===== src/rtl/mouse_motion_tracker.sv =====
// Per-frame cursor history with windowed velocity, button press latches and a CPU read port.
// Optional SMOOTH_EN: velocity is averaged with its previous value instead of written raw.
module mouse_motion_tracker #(
  parameter int WINDOW  = 4,
  parameter int HIST_AW = 4
) (
  input  logic       clk,
  input  logic       rst,
  input  logic       frame_tick,
  input  logic [8:0] pos_x,
  input  logic [8:0] pos_y,
  input  logic [2:0] buttons,
  input  logic       io_cs,
  input  logic       rd,
  input  logic [1:0] addr,
  output logic [7:0] data,
  output logic       vel_valid
);

  localparam int DEPTH = 2 ** HIST_AW;
  localparam logic [4:0]         FILL_MAX = 5'(WINDOW + 1);
  localparam logic [4:0]         FILL_WIN = 5'(WINDOW);
  localparam logic [HIST_AW-1:0] WIN_OFS  = HIST_AW'(WINDOW);

  localparam logic [1:0] IDLE   = 2'd0;
  localparam logic [1:0] SAMPLE = 2'd1;
  localparam logic [1:0] DIFF   = 2'd2;
  localparam logic [1:0] UPDATE = 2'd3;

  logic [1:0]         state_q, state_d;
  logic [HIST_AW-1:0] wr_ptr_q, wr_ptr_d;
  logic [4:0]         fill_q, fill_d;
  logic signed [7:0]  vel_x_q, vel_x_d, vel_y_q, vel_y_d;
  logic               vel_valid_q, vel_valid_d;
  logic               overrun_q, overrun_d;
  logic [2:0]         press_q, press_d;
  logic [2:0]         btn_prev_q;
  logic [7:0]         sample_cnt_q, sample_cnt_d;
  logic [8:0]         now_x_q, now_y_q, old_x_q, old_y_q;
  logic signed [9:0]  dx_q, dy_q;
  logic [17:0]        ring_q [DEPTH];
  logic [17:0]        old_ent;

  logic              status_rd;
  logic              ovr_evt;
  logic              win_full;
  logic signed [7:0] sat_x, sat_y, new_x, new_y;

  function automatic logic signed [7:0] sat8(input logic signed [9:0] v);
    if (v > 10'sd127) return 8'sh7f;
    else if (v < -10'sd128) return 8'sh80;
    else return v[7:0];
  endfunction

  function automatic logic signed [7:0] avg8(input logic signed [7:0] a,
                                             input logic signed [7:0] b);
    logic signed [8:0] s;
    s = {a[7], a} + {b[7], b};
    return s[8:1];
  endfunction

  // History ring is deliberately not reset; fill_q decides when its contents are trusted.
  always_ff @(posedge clk) begin
    if (state_q == SAMPLE) ring_q[wr_ptr_q] <= {pos_x, pos_y};
  end

  assign old_ent   = ring_q[wr_ptr_q - WIN_OFS];
  assign status_rd = io_cs & rd & (addr == 2'b00);
  assign ovr_evt   = frame_tick & (state_q != IDLE);
  assign win_full  = (fill_q >= FILL_WIN);
  assign sat_x     = sat8(dx_q);
  assign sat_y     = sat8(dy_q);

`ifdef SMOOTH_EN
  assign new_x = vel_valid_q ? avg8(vel_x_q, sat_x) : avg8(8'sd0, sat_x);
  assign new_y = vel_valid_q ? avg8(vel_y_q, sat_y) : avg8(8'sd0, sat_y);
`else
  assign new_x = sat_x;
  assign new_y = sat_y;
`endif

  always_comb begin
    state_d      = state_q;
    wr_ptr_d     = wr_ptr_q;
    fill_d       = fill_q;
    vel_x_d      = vel_x_q;
    vel_y_d      = vel_y_q;
    vel_valid_d  = vel_valid_q;
    sample_cnt_d = sample_cnt_q;
    case (state_q)
      IDLE:   if (frame_tick) state_d = SAMPLE;
      SAMPLE: begin
        wr_ptr_d = wr_ptr_q + 1'b1;
        state_d  = DIFF;
      end
      DIFF:   state_d = UPDATE;
      default: begin
        vel_valid_d  = win_full;
        vel_x_d      = win_full ? new_x : 8'sd0;
        vel_y_d      = win_full ? new_y : 8'sd0;
        sample_cnt_d = sample_cnt_q + 8'd1;
        if (fill_q < FILL_MAX) fill_d = fill_q + 5'd1;
        state_d = IDLE;
      end
    endcase
    // A fresh event in the same cycle as a status read must survive the clear.
    press_d   = (press_q & {3{~status_rd}}) | (buttons & ~btn_prev_q);
    overrun_d = (overrun_q & ~status_rd) | ovr_evt;
  end

  always_ff @(posedge clk or posedge rst) begin
    if (rst) begin
      state_q      <= IDLE;
      wr_ptr_q     <= '0;
      fill_q       <= '0;
      vel_x_q      <= '0;
      vel_y_q      <= '0;
      vel_valid_q  <= 1'b0;
      overrun_q    <= 1'b0;
      press_q      <= '0;
      btn_prev_q   <= '0;
      sample_cnt_q <= '0;
      now_x_q      <= '0;
      now_y_q      <= '0;
      old_x_q      <= '0;
      old_y_q      <= '0;
      dx_q         <= '0;
      dy_q         <= '0;
    end else begin
      state_q      <= state_d;
      wr_ptr_q     <= wr_ptr_d;
      fill_q       <= fill_d;
      vel_x_q      <= vel_x_d;
      vel_y_q      <= vel_y_d;
      vel_valid_q  <= vel_valid_d;
      overrun_q    <= overrun_d;
      press_q      <= press_d;
      btn_prev_q   <= buttons;
      sample_cnt_q <= sample_cnt_d;
      if (state_q == SAMPLE) begin
        now_x_q <= pos_x;
        now_y_q <= pos_y;
        old_x_q <= old_ent[17:9];
        old_y_q <= old_ent[8:0];
      end
      if (state_q == DIFF) begin
        dx_q <= $signed({1'b0, now_x_q}) - $signed({1'b0, old_x_q});
        dy_q <= $signed({1'b0, now_y_q}) - $signed({1'b0, old_y_q});
      end
    end
  end

  always_comb begin
    data = 8'd0;
    if (io_cs) begin
      case (addr)
        2'b00:   data = {vel_valid_q, overrun_q, press_q, buttons};
        2'b01:   data = vel_x_q;
        2'b10:   data = vel_y_q;
        default: data = sample_cnt_q;
      endcase
    end
  end

  assign vel_valid = vel_valid_q;

endmodule


===== config.mk =====
export PLATFORM = sky130hd
export DESIGN_NAME = mouse_motion_tracker
export DESIGN_NICKNAME = d
export VERILOG_FILES = /design/src/rtl/mouse_motion_tracker.sv
export SDC_FILE = /design/constraint.sdc
export NUM_CORES = 1
export LEC_CHECK = 0
export BUFFER_PORTS_ARGS = -buffer_cell sky130_fd_sc_hd__buf_2
export CORE_AREA = 2 2 205 207
export CTS_CLUSTER_DIAMETER = 40
export DETAILED_ROUTE_END_ITERATION = 6
export DIE_AREA = 0 0 207 209
export PLACE_DENSITY = 0.64
export SYNTH_ARGS = -nofsm -noshare
export SYNTH_HDL_FRONTEND = slang
export SYNTH_SLANG_ARGS = --single-unit

===== constraint.sdc =====
create_clock -name clk -period 6.9 [get_ports clk]
set_input_delay 0 -clock clk [delete_from_list [all_inputs] [get_ports clk]]
set_output_delay 0 -clock clk [all_outputs]
set_load 0.1 [all_outputs]

==> summary.md, run 1 <==
| Metric | Value |
|---|---|
| Status | finished clean |
| Synth top area share | 0.5444 |
| # nets final | about 1,100 |
| Unique masters post-synth | 42 |
| Total wire length | ~32 mm |
| Post-CTS Resized | 0 |
| Detailed Route Iter0 Violations | roughly 590 |
| Ports | 37 |
| DR pass1 iterations | 4 |
| Most frequent cells after synthesis | edfxtp_1, dfrtp_1, mux4_2 |
| Slew @ Worst Pin | around 1.2 ns |
| Async SR Flop Fraction | 0.2558 |
| Critical Path Source Type | flop |
| Setup Crit Path Kind | reg -> reg |
| Tmin final | between 2 and 3 ns |
| Initial antenna violation count | 0 |
| Worst endpoint required time | 7.07 ns |
| Core Util, Final | 0.4512 |
| Cell count after synthesis | 914 |
| TritonCTS clock tree | yes |
| Setup_tns | 0 ns |
| CTS Root Cell | clkbuf_16 |
| Ant. Diodes | 0 |
| YS warnings | 0 |
| Flops & latches, synth | approximately 390 |
| First-pass GRT wire length | roughly 50 mm |
| Antenna viol nets, final | 0 |
| Post-synthesis cell area | about 0.016 mm^2 |
| Pre-CTS WS | ~4 ns |
| Largest net degree at the start of global routing | 73 |
| Max stage delay on crit path | between 0.9 and 1 ns |
| Maximum vdd drop | 236.3 uV |
| Final Skew | around 0.022 ns |
| Worst-path cell chain | buf_4, ha_1, and3_1 |
| Core area | ~0.041 mm^2 |
| Layout area overhead | 17.27% |
| H-tree depth | 2 |
| Most common flop cell mapped by yosys | edfxtp_1 |
| Final setup margin | a little over 4 ns |
| Critical R2R Launch | wr_ptr_q[1] |
| Num CTS Buffers | 51 |
| Clock latency on the worst-skew pair | 0.58 ns |
| Top Family by Delay on Critical Path | simple AND/OR/NAND/NOR gates |
| Vias in the first global route | ~8,500 |
| Most frequent cell after synthesis | edfxtp_1 |
| Port Buffers | 36 |
| CP Max Fanout | 49 |
| RSZ-0062 raised after global routing | no |
| Period utilization | 0.4087 |
| R2R Path End | ring_q[15][6] |
| Final setup fails | 0 |
| Critical Path Stages | 3 |
| Register-to-Register Path Depth | 3 |
| Worst path bufs/invs | 1 |
| Achievable frequency | 0.3546 GHz |
| Avg Cell Area, Syn | 17.38 um^2 |
| Post-synth EDFFs | roughly 290 |
| Flop-to-flop setup slack | a little over 4 ns |
| Pwr dens | 451.0 mW/mm^2 |
| Worst-path clk slew | 0.06 ns |
| Area of the die | ~0.043 mm^2 |
| Worst EP arrival | between 2 and 3 ns |
| Seq/Total Area, Yosys | 0.7004 |
| Row count | between 70 and 80 |
| Hold Crit Class | in -> async |
| Die height | ~210 um |
| Hpwl dp | just under 20 mm |
| CP Capture Type | flop |
| Via Count | slightly above 8,000 |
| GRT Residual Overflow | 0 |
| Layout cell share with drive strength beyond 1 | 0.2375 |
| Synth area leaders | edfxtp_1, dfrtp_1, mux4_2, ha_1, mux2_2 |
| Final Hold Vio Count | 0 |
| Max Buffers Root-to-Sink | 3 |
| Routed len/inst | between 20 and 25 um |
| Max cap viols | 0 |
| Clk sinks | a little under 400 |
| Number of remaining DRC errors | 0 |
| Pins Over Slew Limit | 0 |
| Largest area contributor in the synthesized netlist | edfxtp_1 |
| Leakage | between 6 and 7 nW |
| Rel. slew slack | 0.2180 |
| CP max-delay cell | and3_1 |
| Post-Syn Nets | 978 |
| Tot GR Track Use | 0.1516 |
| Vias per cell | around 5.2 |
| Gpl congestion | about 0.76 |
| Post-CTS setup buffers | 0 |
| Starting Density | 0.3847 |
| Die span in x | approximately 210 um |
-- layout by cell type (no fill, tap or decap), types with 6 or more instances in the layout --
cell type / n
mux2i_1: 26
nor2_1: 32
o22ai_1: 33
and2_1: 8
buf_4: 9
dlygate4sd3_1: 25
nand3_1: 13
inv_1: 51
o21bai_1: 7
dfrtp_1: 97
a31oi_1: 10
nand2_1: 52
xor2_1: 8
and3_1: 16
xnor2_1: 14
buf_2: 36
nand2b_1: 6
o21ai_0: 13
edfxtp_1: 288
clkbuf_16: 51
mux2_2: 26
bufinv_16: 7
inv_6: 10
clkinvlp_4: 7
ha_1: 33
mux4_2: 80
a21oi_1: 18
-- worst max-delay path by stage --
stage	start	endpoint	slack (ns)
after floorplan	rst	btn_prev_q[0]	4.31
after global placement	wr_ptr_q[1]	ring_q[15][17]	4.13
after detailed placement	wr_ptr_q[1]	ring_q[15][6]	4.02
after CTS	wr_ptr_q[1]	ring_q[15][6]	3.99
after global routing	wr_ptr_q[1]	ring_q[15][6]	3.85
final	wr_ptr_q[1]	ring_q[15][6]	4.08
-- worst register-to-register path: stages (launching register included) --
cell and delay [ns]:
dfrtp_2 0.36, buf_4 0.72, ha_1 0.37, and3_1 0.97
-- sequential cells by signal (all words and copies together) (netlist names), 9 cells and up --
| signal | cells |
|---|---|
| dx_q | 10 |
| dy_q | 10 |
| now_x_q | 9 |
| now_y_q | 9 |
| old_x_q | 9 |
| old_y_q | 9 |
| ring_q | 288 |
-- routing by layer --
metal  routed length (um)  track usage
met4                 1119      0.05813
met3                 1803      0.02660
met5                    0            0
met1                14220       0.2097
met2                15190       0.2410
-- cell families after synthesis --
group / count (synthesis) / share of synthesized area
AO/OA/AOI/OAI: 107 / 0.04261
XOR/XNOR: 22 / 0.01213
adder cells (fa/ha/maj): 36 / 0.02930
buffers and inverters: 95 / 0.02843
flip-flops: 387 / 0.7004
multiplexers: 132 / 0.1482
AND/OR/NAND/NOR: 135 / 0.03891
-- metrics by stage --
stage | std cells | instance area (um^2) | power (W) | hold slack [ns]
6_report | 1579 | 18630 | 0.008400 | 0.08342
5_1_grt | 1579 | 18630 | 0.008866 | 0.1101
4_1_cts | 1579 | 18630 | 0.008481 | 0.09185
3_5_place_dp | 1458 | 16570 | 0.005708 | 0.1468
3_3_place_gp | 1458 | 16570 | 0.005657 | 0.1387
2_1_floorplan | 914 | 15890 | 0.005120 | 0.03143
-- power by group --
group          switching (W)  leakage, nW  internal [W]
clock                0.00106        0.862       0.00168
sequential          0.000221         3.79       0.00287
combinational        0.00142         2.15       0.00114
total                0.00271         6.80       0.00569
-- final cells by class --
| type | instances | area, um^2 |
|---|---|---|
| Multi-Input combinational cell | 432 | 4310 |
| Tap cell | 539 | 674.4 |
| Fill cell | 3555 | 22660 |
| Clock buffer | 58 | 1323 |
| Timing Repair Buffer | 70 | 498.0 |
| Sequential cell | 387 | 11130 |
| Clock inverter | 38 | 483.0 |
| Inverter | 55 | 209.0 |
-- repair_timing --
| action | in CTS | in global routing |
|---|---|---|
| hold buffers | 25 | 0 |
| setup endpoints to repair | 0 | 0 |
| hold endpoints to repair | 366 | 0 |
(Power assumes the default switching activity.)
==> run 2, diff against run 1 <==
Settings changed: ABC_AREA set to 1, CORE_AREA 2 2 205 207 to 2 2 210 212, DIE_AREA 0 0 207 209 to 0 0 212 214, PLACE_DENSITY 0.64 to 0.63.
Clock period 6.9 ns to 2.6 ns, I/O delays scaled along.
==> summary.md, run 2 <==
| Metric | Value |
|---|---|
| Worst endpoint required time | 2.85 ns (was 7.07 ns) |
| Row count | 76 (was 75) |
| Final setup fails | 0 (unchanged) |
| Area of the multi-input gates | 0.004790 mm^2 (was 0.004310 mm^2) |
| Pwr dens | 1219 mW/mm^2 (was 451.0 mW/mm^2) |
| Maximum vdd drop | 655.3 uV (was 236.3 uV) |
| Slew @ Worst Pin | 0.7288 ns (was 1.173 ns) |
| CP Max Fanout | 22 (was 49) |
| Total wire length | 38.09 mm (was 32.34 mm) |
| Critical Path Source Type | flop (unchanged) |
| CTS Root Cell | clkbuf_16 (unchanged) |
| Pre-CTS WS | 0.5830 ns (was 4.016 ns) |
| Clk sinks | 387 (unchanged) |
| Unique masters post-synth | 31 (was 42) |
| Setup Crit Path Kind | reg -> reg (unchanged) |
| Worst EP arrival | 2.31 ns (was 2.99 ns) |
| Detailed Route Iter0 Violations | 1,000 (was 585) |
| Post-synthesis cell area | 0.01660 mm^2 (was 0.01589 mm^2) |
| Most frequent cell after synthesis | nand2_1 (was edfxtp_1) |
| Setup_tns | 0 ns (unchanged) |
| Avg Cell Area, Syn | 10.45 um^2 (was 17.38 um^2) |
| Area of the die | 0.04537 mm^2 (was 0.04326 mm^2) |
| Die height | 214 um (was 209 um) |
| First-pass GRT wire length | 61.24 mm (was 50.38 mm) |
| Synth top area share | 0.5210 (was 0.5444) |
| DR pass1 iterations | 5 (was 4) |
| Biggest register | ring_q (unchanged) |
| Max Buffers Root-to-Sink | 3 (unchanged) |
| Post-synth EDFFs | 288 (unchanged) |
| Hold Crit Class | in -> reg (was in -> async) |
| Most frequent cells after synthesis | nand2_1, edfxtp_1, nand3_1 (was edfxtp_1, dfrtp_1, mux4_2) |
| Final Skew | 0.04971 ns (was 0.02151 ns) |
| Layout area overhead | 19.28% (was 17.27%) |
| Synth area leaders | edfxtp_1, dfrtp_1, nand2_1, nand3_1, ha_1 (was edfxtp_1, dfrtp_1, mux4_2, ha_1, mux2_2) |
| RSZ-0062 raised after global routing | no (unchanged) |
| Via Count | 11,280 (was 8,232) |
| Initial antenna violation count | 0 (unchanged) |
| Num CTS Buffers | 54 (was 51) |
| Commonest non-fill, non-tap cell in the layout | nand2_1 (was edfxtp_1) |
| Final std cells w/o fill | 2,306 (was 1,579) |
| Achievable frequency | 0.4876 GHz (was 0.3546 GHz) |
| Final Hold Vio Count | 0 (unchanged) |
| Rel. slew slack | 0.5099 (was 0.2180) |
| Hpwl dp | 23.62 mm (was 19.41 mm) |
| Pins Over Slew Limit | 0 (unchanged) |
| Status | finished clean (unchanged) |
| Tmin final | 2.051 ns (was 2.820 ns) |
| YS warnings | 0 (unchanged) |
| Post-Syn Nets | 1,653 (was 978) |
| Seq/Total Area, Yosys | 0.6702 (was 0.7004) |
| # nets final | 1,739 (was 1,061) |
| Most frequent cells in the layout | nand2_1, edfxtp_1, nand3_1 (was edfxtp_1, dfrtp_1, mux4_2) |
| Number of remaining DRC errors | 0 (unchanged) |
| CP Capture Type | flop (unchanged) |
| H-tree depth | 2 (unchanged) |
| Core area | 0.04289 mm^2 (was 0.04129 mm^2) |
| Die span in x | 212 um (was 207 um) |
| Storage element area | 0.01113 mm^2 (unchanged) |
| Starting Density | 0.3871 (was 0.3847) |
| GRT Residual Overflow | 0 (unchanged) |
| Tot GR Track Use | 0.1716 (was 0.1516) |
| Max cap viols | 0 (unchanged) |
| Flops & latches, synth | 387 (unchanged) |
| Ports | 37 (unchanged) |
| Leakage | 8.243 nW (was 6.798 nW) |
| Async SR Flop Fraction | 0.2558 (unchanged) |
| Layout cell share with drive strength beyond 1 | 0.1139 (was 0.2375) |
| Flop-to-flop setup slack | 0.55 ns (was 4.08 ns) |
| Final setup margin | 0.5492 ns (was 4.080 ns) |
| Routed len/inst | 16.52 um (was 20.48 um) |
| Port Buffers | 36 (unchanged) |
| Design Power | 0.02415 W (was 0.008400 W) |
| Post-CTS setup buffers | 0 (unchanged) |
| Antenna viol nets, final | 0 (unchanged) |
| Ant. Diodes | 0 (unchanged) |
| Fillers | 3,933 (was 3,555) |
| Vias per cell | 4.890 (was 5.213) |
| Period utilization | 0.7888 (was 0.4087) |
| Vias in the first global route | 11,150 (was 8,515) |
| Cell count after synthesis | 1,589 (was 914) |
| TritonCTS clock tree | yes (unchanged) |
| Most common flop cell mapped by yosys | edfxtp_1 (unchanged) |
| Largest area contributor in the synthesized netlist | edfxtp_1 (unchanged) |
| Max reg flops | 288 (unchanged) |
| Worst-path clk slew | 0.06 ns (about the same) |
| Largest net degree at the start of global routing | 100 (was 73) |
| Gpl congestion | 0.8474 (was 0.7624) |
| Clock latency on the worst-skew pair | 0.62 ns (was 0.58 ns) |
| Cells after DPL | 2,179 (was 1,458) |
| Regs by FF count | ring_q x288, dx_q x10, dy_q x10 (unchanged) |
-- run 2: cell count changes in the layout (fill, tap and decap cells not counted), sizes merged, moves of 32 or more --
cell,change
inv,+36
nand3,+200
nand2,+548
mux4,-80
buf,+32
o21ai,+38
-- run 2: timing repair --
| action | in CTS | in global routing |
|---|---|---|
| endpoints found under the hold margin | 414 | 0 |
| resized for setup | 0 | 0 |
| hold buffers | 25 | 0 |
-- run 2: cell type report --
class                      instances  area share
clock buffer                      59     0.06970
clock inverter                    43     0.02983
sequential                       387      0.5622
multi-input combinational       1031      0.2419
timing repair buffer             102     0.04044
inverter                          99     0.01902
tap                              585     0.03697
-- run 2: metal layers --
| metal | track usage | part of all wire | vias up |
|---|---|---|---|
| met4 | 0.05117 | 0.019 | 0 |
| li1 | - | - | 5526 |
| met3 | 0.03181 | 0.060 | 60 |
| met2 | 0.2684 | 0.46 | 304 |
| met1 | 0.2433 | 0.46 | 5386 |
| met5 | 0 | 0 | - |
-- run 2: worst max-delay path: stages (launching register included) --
cell and delay [ns]:
dfrtp_4 0.61, inv_4 0.29, ha_1 0.20, nand2_1 0.16, nor2_2 0.13, buf_4 0.28
-- run 2: where the power goes --
part	switching, W	internal, W
logic	0.00564	0.00256
registers	0.000527	0.00763
clock network	0.00288	0.00491
-- run 2: final timing paths --
path                                   from        endpoint  cells past startpoint
worst min register to register    fill_q[3]       fill_q[3]                      0
worst max-delay path            wr_ptr_q[0]  ring_q[10][17]                      5
worst max register to register  wr_ptr_q[0]  ring_q[10][17]                      5
max in group asynchronous               rst     wr_ptr_q[0]                      4
min in group asynchronous               rst   btn_prev_q[1]                      4
worst min-delay path                addr[0]      press_q[1]                      5
-- run 2: cell families after synthesis --
group | count (synthesis) | synth area share
and+or+nand+nor | 875 | 0.2159
DFF | 387 | 0.6702
buffers and inverters | 171 | 0.04379
AOI/OAI and AO/OA | 105 | 0.03414
adders and majority gates | 36 | 0.02804
xor gates and xnor gates | 15 | 0.007915
-- run 2: through the flow --
step,hold WS [ns],utilization,instance area (um^2)
final,0.07248,0.4617,19800
after detailed placement,0.1267,0.4099,17580
after CTS,0.02040,0.4617,19800
after floorplan,0.03143,-,16600
after global placement,0.1240,0.4099,17580
after global routing,0.06346,0.4617,19800
==> run 3, diff against run 2 <==
Settings changed: PLACE_DENSITY 0.63 to 0.65.
Clock period 2.6 ns to 1.8 ns, I/O delays scaled along.
==> summary.md, run 3 (synthesized netlist as in run 2, its figures left out) <==
| Metric | Value |
|---|---|
| Critical Path Source Type | flop (unchanged) |
| Total wire length | 38.63 mm (was 38.09 mm) |
| Final setup fails | 0 (unchanged) |
| Worst EP arrival | 2.23 ns (was 2.31 ns) |
| TritonCTS clock tree | yes (unchanged) |
| Global routing usage on met1 | 0.2316 (was 0.2433) |
| Met3 GRT Util | 0.02961 (was 0.03181) |
| Pins Over Slew Limit | 0 (unchanged) |
| CTS Root Cell | clkbuf_16 (unchanged) |
| Vias per cell | 4.950 (was 4.890) |
| # nets final | 1,753 (was 1,739) |
| Cells after DPL | 2,189 (was 2,179) |
| GRT Residual Overflow | 0 (unchanged) |
| CP Max Fanout | 29 (was 22) |
| Clock latency on the worst-skew pair | 0.61 ns (was 0.62 ns) |
| Maximum vdd drop | 981.8 uV (was 655.3 uV) |
| Hold Crit Class | in -> reg (unchanged) |
| First-pass GRT wire length | 60.77 mm (was 61.24 mm) |
| Setup Crit Path Kind | reg -> reg (unchanged) |
| DR pass1 iterations | 5 (unchanged) |
| Rel. slew slack | 0.4052 (was 0.5099) |
| Layout cell share with drive strength beyond 1 | 0.1321 (was 0.1139) |
| Finished Cell Area | 0.02029 mm^2 (was 0.01980 mm^2) |
| Fillers | 3,843 (was 3,933) |
| Max reg flops | 288 (unchanged) |
| Design Power | 0.03560 W (was 0.02415 W) |
| Achievable frequency | 0.5754 GHz (was 0.4876 GHz) |
| Area of the die | 0.04537 mm^2 (unchanged) |
| Layout area overhead | 22.21% (was 19.28%) |
| Storage element area | 0.01113 mm^2 (unchanged) |
| Most frequent cells in the layout | nand2_1, edfxtp_1, nand3_1 (unchanged) |
| Hpwl dp | 23.92 mm (was 23.62 mm) |
| Setup_tns | 0 ns (unchanged) |
| Die height | 214 um (unchanged) |
| Final Skew | 0.03938 ns (was 0.04971 ns) |
| Biggest register | ring_q (unchanged) |
| Detailed Route Iter0 Violations | 1,256 (was 1,000) |
| Antenna viol nets, final | 0 (unchanged) |
| CP Capture Type | flop (unchanged) |
| Port Buffers | 36 (unchanged) |
| Via Count | 11,480 (was 11,280) |
| Final std cells w/o fill | 2,319 (was 2,306) |
| Die span in x | 212 um (unchanged) |
| Max cap viols | 0 (unchanged) |
| Clk sinks | 387 (unchanged) |
| Max Buffers Root-to-Sink | 3 (unchanged) |
| RSZ-0062 raised after global routing | yes (was no) |
| Worst-path clk slew | 0.06 ns (about the same) |
| Regs by FF count | ring_q x288, dx_q x10, dy_q x10 (unchanged) |
| Slew @ Worst Pin | 0.8846 ns (was 0.7288 ns) |
| Commonest non-fill, non-tap cell in the layout | nand2_1 (unchanged) |
| Largest net degree at the start of global routing | 61 (was 100) |
| Row count | 76 (unchanged) |
| Num CTS Buffers | 55 (was 54) |
| Pwr dens | 1755 mW/mm^2 (was 1219 mW/mm^2) |
| Gpl congestion | 0.8610 (was 0.8474) |
| Post-DP Area | 0.01795 mm^2 (was 0.01758 mm^2) |
| Leakage | 8.370 nW (was 8.243 nW) |
| Initial antenna violation count | 0 (unchanged) |
| Final Hold Vio Count | 0 (unchanged) |
| Period utilization | 0.9656 (was 0.7888) |
| Tot GR Track Use | 0.1708 (was 0.1716) |
| Vias in the first global route | 11,370 (was 11,150) |
| Min Hold Slack | 0.05780 ns (was 0.07248 ns) |
| Tmin final | 1.738 ns (was 2.051 ns) |
| Routed len/inst | 16.66 um (was 16.52 um) |
| Starting Density | 0.3871 (unchanged) |
| Area of the multi-input gates | 0.004878 mm^2 (was 0.004790 mm^2) |
| Ant. Diodes | 0 (unchanged) |
| Most used routing layer in global routing | met2 (unchanged) |
| Status | finished clean (unchanged) |
| Number of remaining DRC errors | 0 (unchanged) |
| H-tree depth | 2 (unchanged) |
| Core area | 0.04289 mm^2 (unchanged) |
| Worst endpoint required time | 2.29 ns (was 2.85 ns) |
| Ports | 37 (unchanged) |
| Met2 GRT Util | 0.2761 (was 0.2684) |
run 3: critical path, stage by stage, from the launching register on:
cell     delay, ns
dfrtp_2       0.47
inv_2         0.13
buf_4         0.35
nand3_1       0.14
nand3_1       0.21
nand3_1       0.11
nand3_1       0.13
nand2_1       0.06
run 3: layout make-up:
cell class | instances | share of cell area
well taps | 585 | 0.03608
flip-flops and latches | 387 | 0.5487
clock buffers | 61 | 0.07149
clock inverters | 41 | 0.02319
repair buffers | 115 | 0.06082
multi-input cells | 1031 | 0.2405
inverters | 99 | 0.01924
run 3: final timing paths:
kind	startpoint	end	slack, ns	cells past startpoint
max	wr_ptr_q[1]	old_x_q[3]	0.06	7
min	buttons[2]	btn_prev_q[2]	0.06	2
max reg2reg	wr_ptr_q[1]	old_x_q[3]	0.06	7
min reg2reg	fill_q[3]	fill_q[3]	0.40	0
max in group asynchronous	rst	wr_ptr_q[0]	0.59	5
min in group asynchronous	rst	dx_q[7]	0.58	4
run 3: stage by stage:
stage / setup slack, ns / util
final: 0.06198 / 0.4730
after global routing: -0.03051 / 0.4730
after CTS: 0.0001492 / 0.4697
after detailed placement: 0.009857 / 0.4185
after global placement: 0.01563 / 0.4185
after floorplan: -0.4865 / -
run 3: routing by layer:
metal / share of wire / vias up / wire length (um)
met2: 0.48 / 361 / 18470
met5: 0 / - / 0
li1: - / 5568 / -
met1: 0.44 / 5485 / 16810
met4: 0.025 / 0 / 957
met3: 0.062 / 65 / 2390
run 3: power breakdown:
part | internal (W) | switching (W)
Clock | 0.00657 | 0.00437
Combinational | 0.00431 | 0.00863
Sequential | 0.0110 | 0.000711
run 3: what timing repair did:
action                                  CTS  global route
setup buffers                             0             0
resized for setup                         5            37
endpoints found under the setup margin    9           100
pin swaps                                 0             2
cloned                                    0             2
hold endpoints to repair                414             0
hold buffers                             26             0
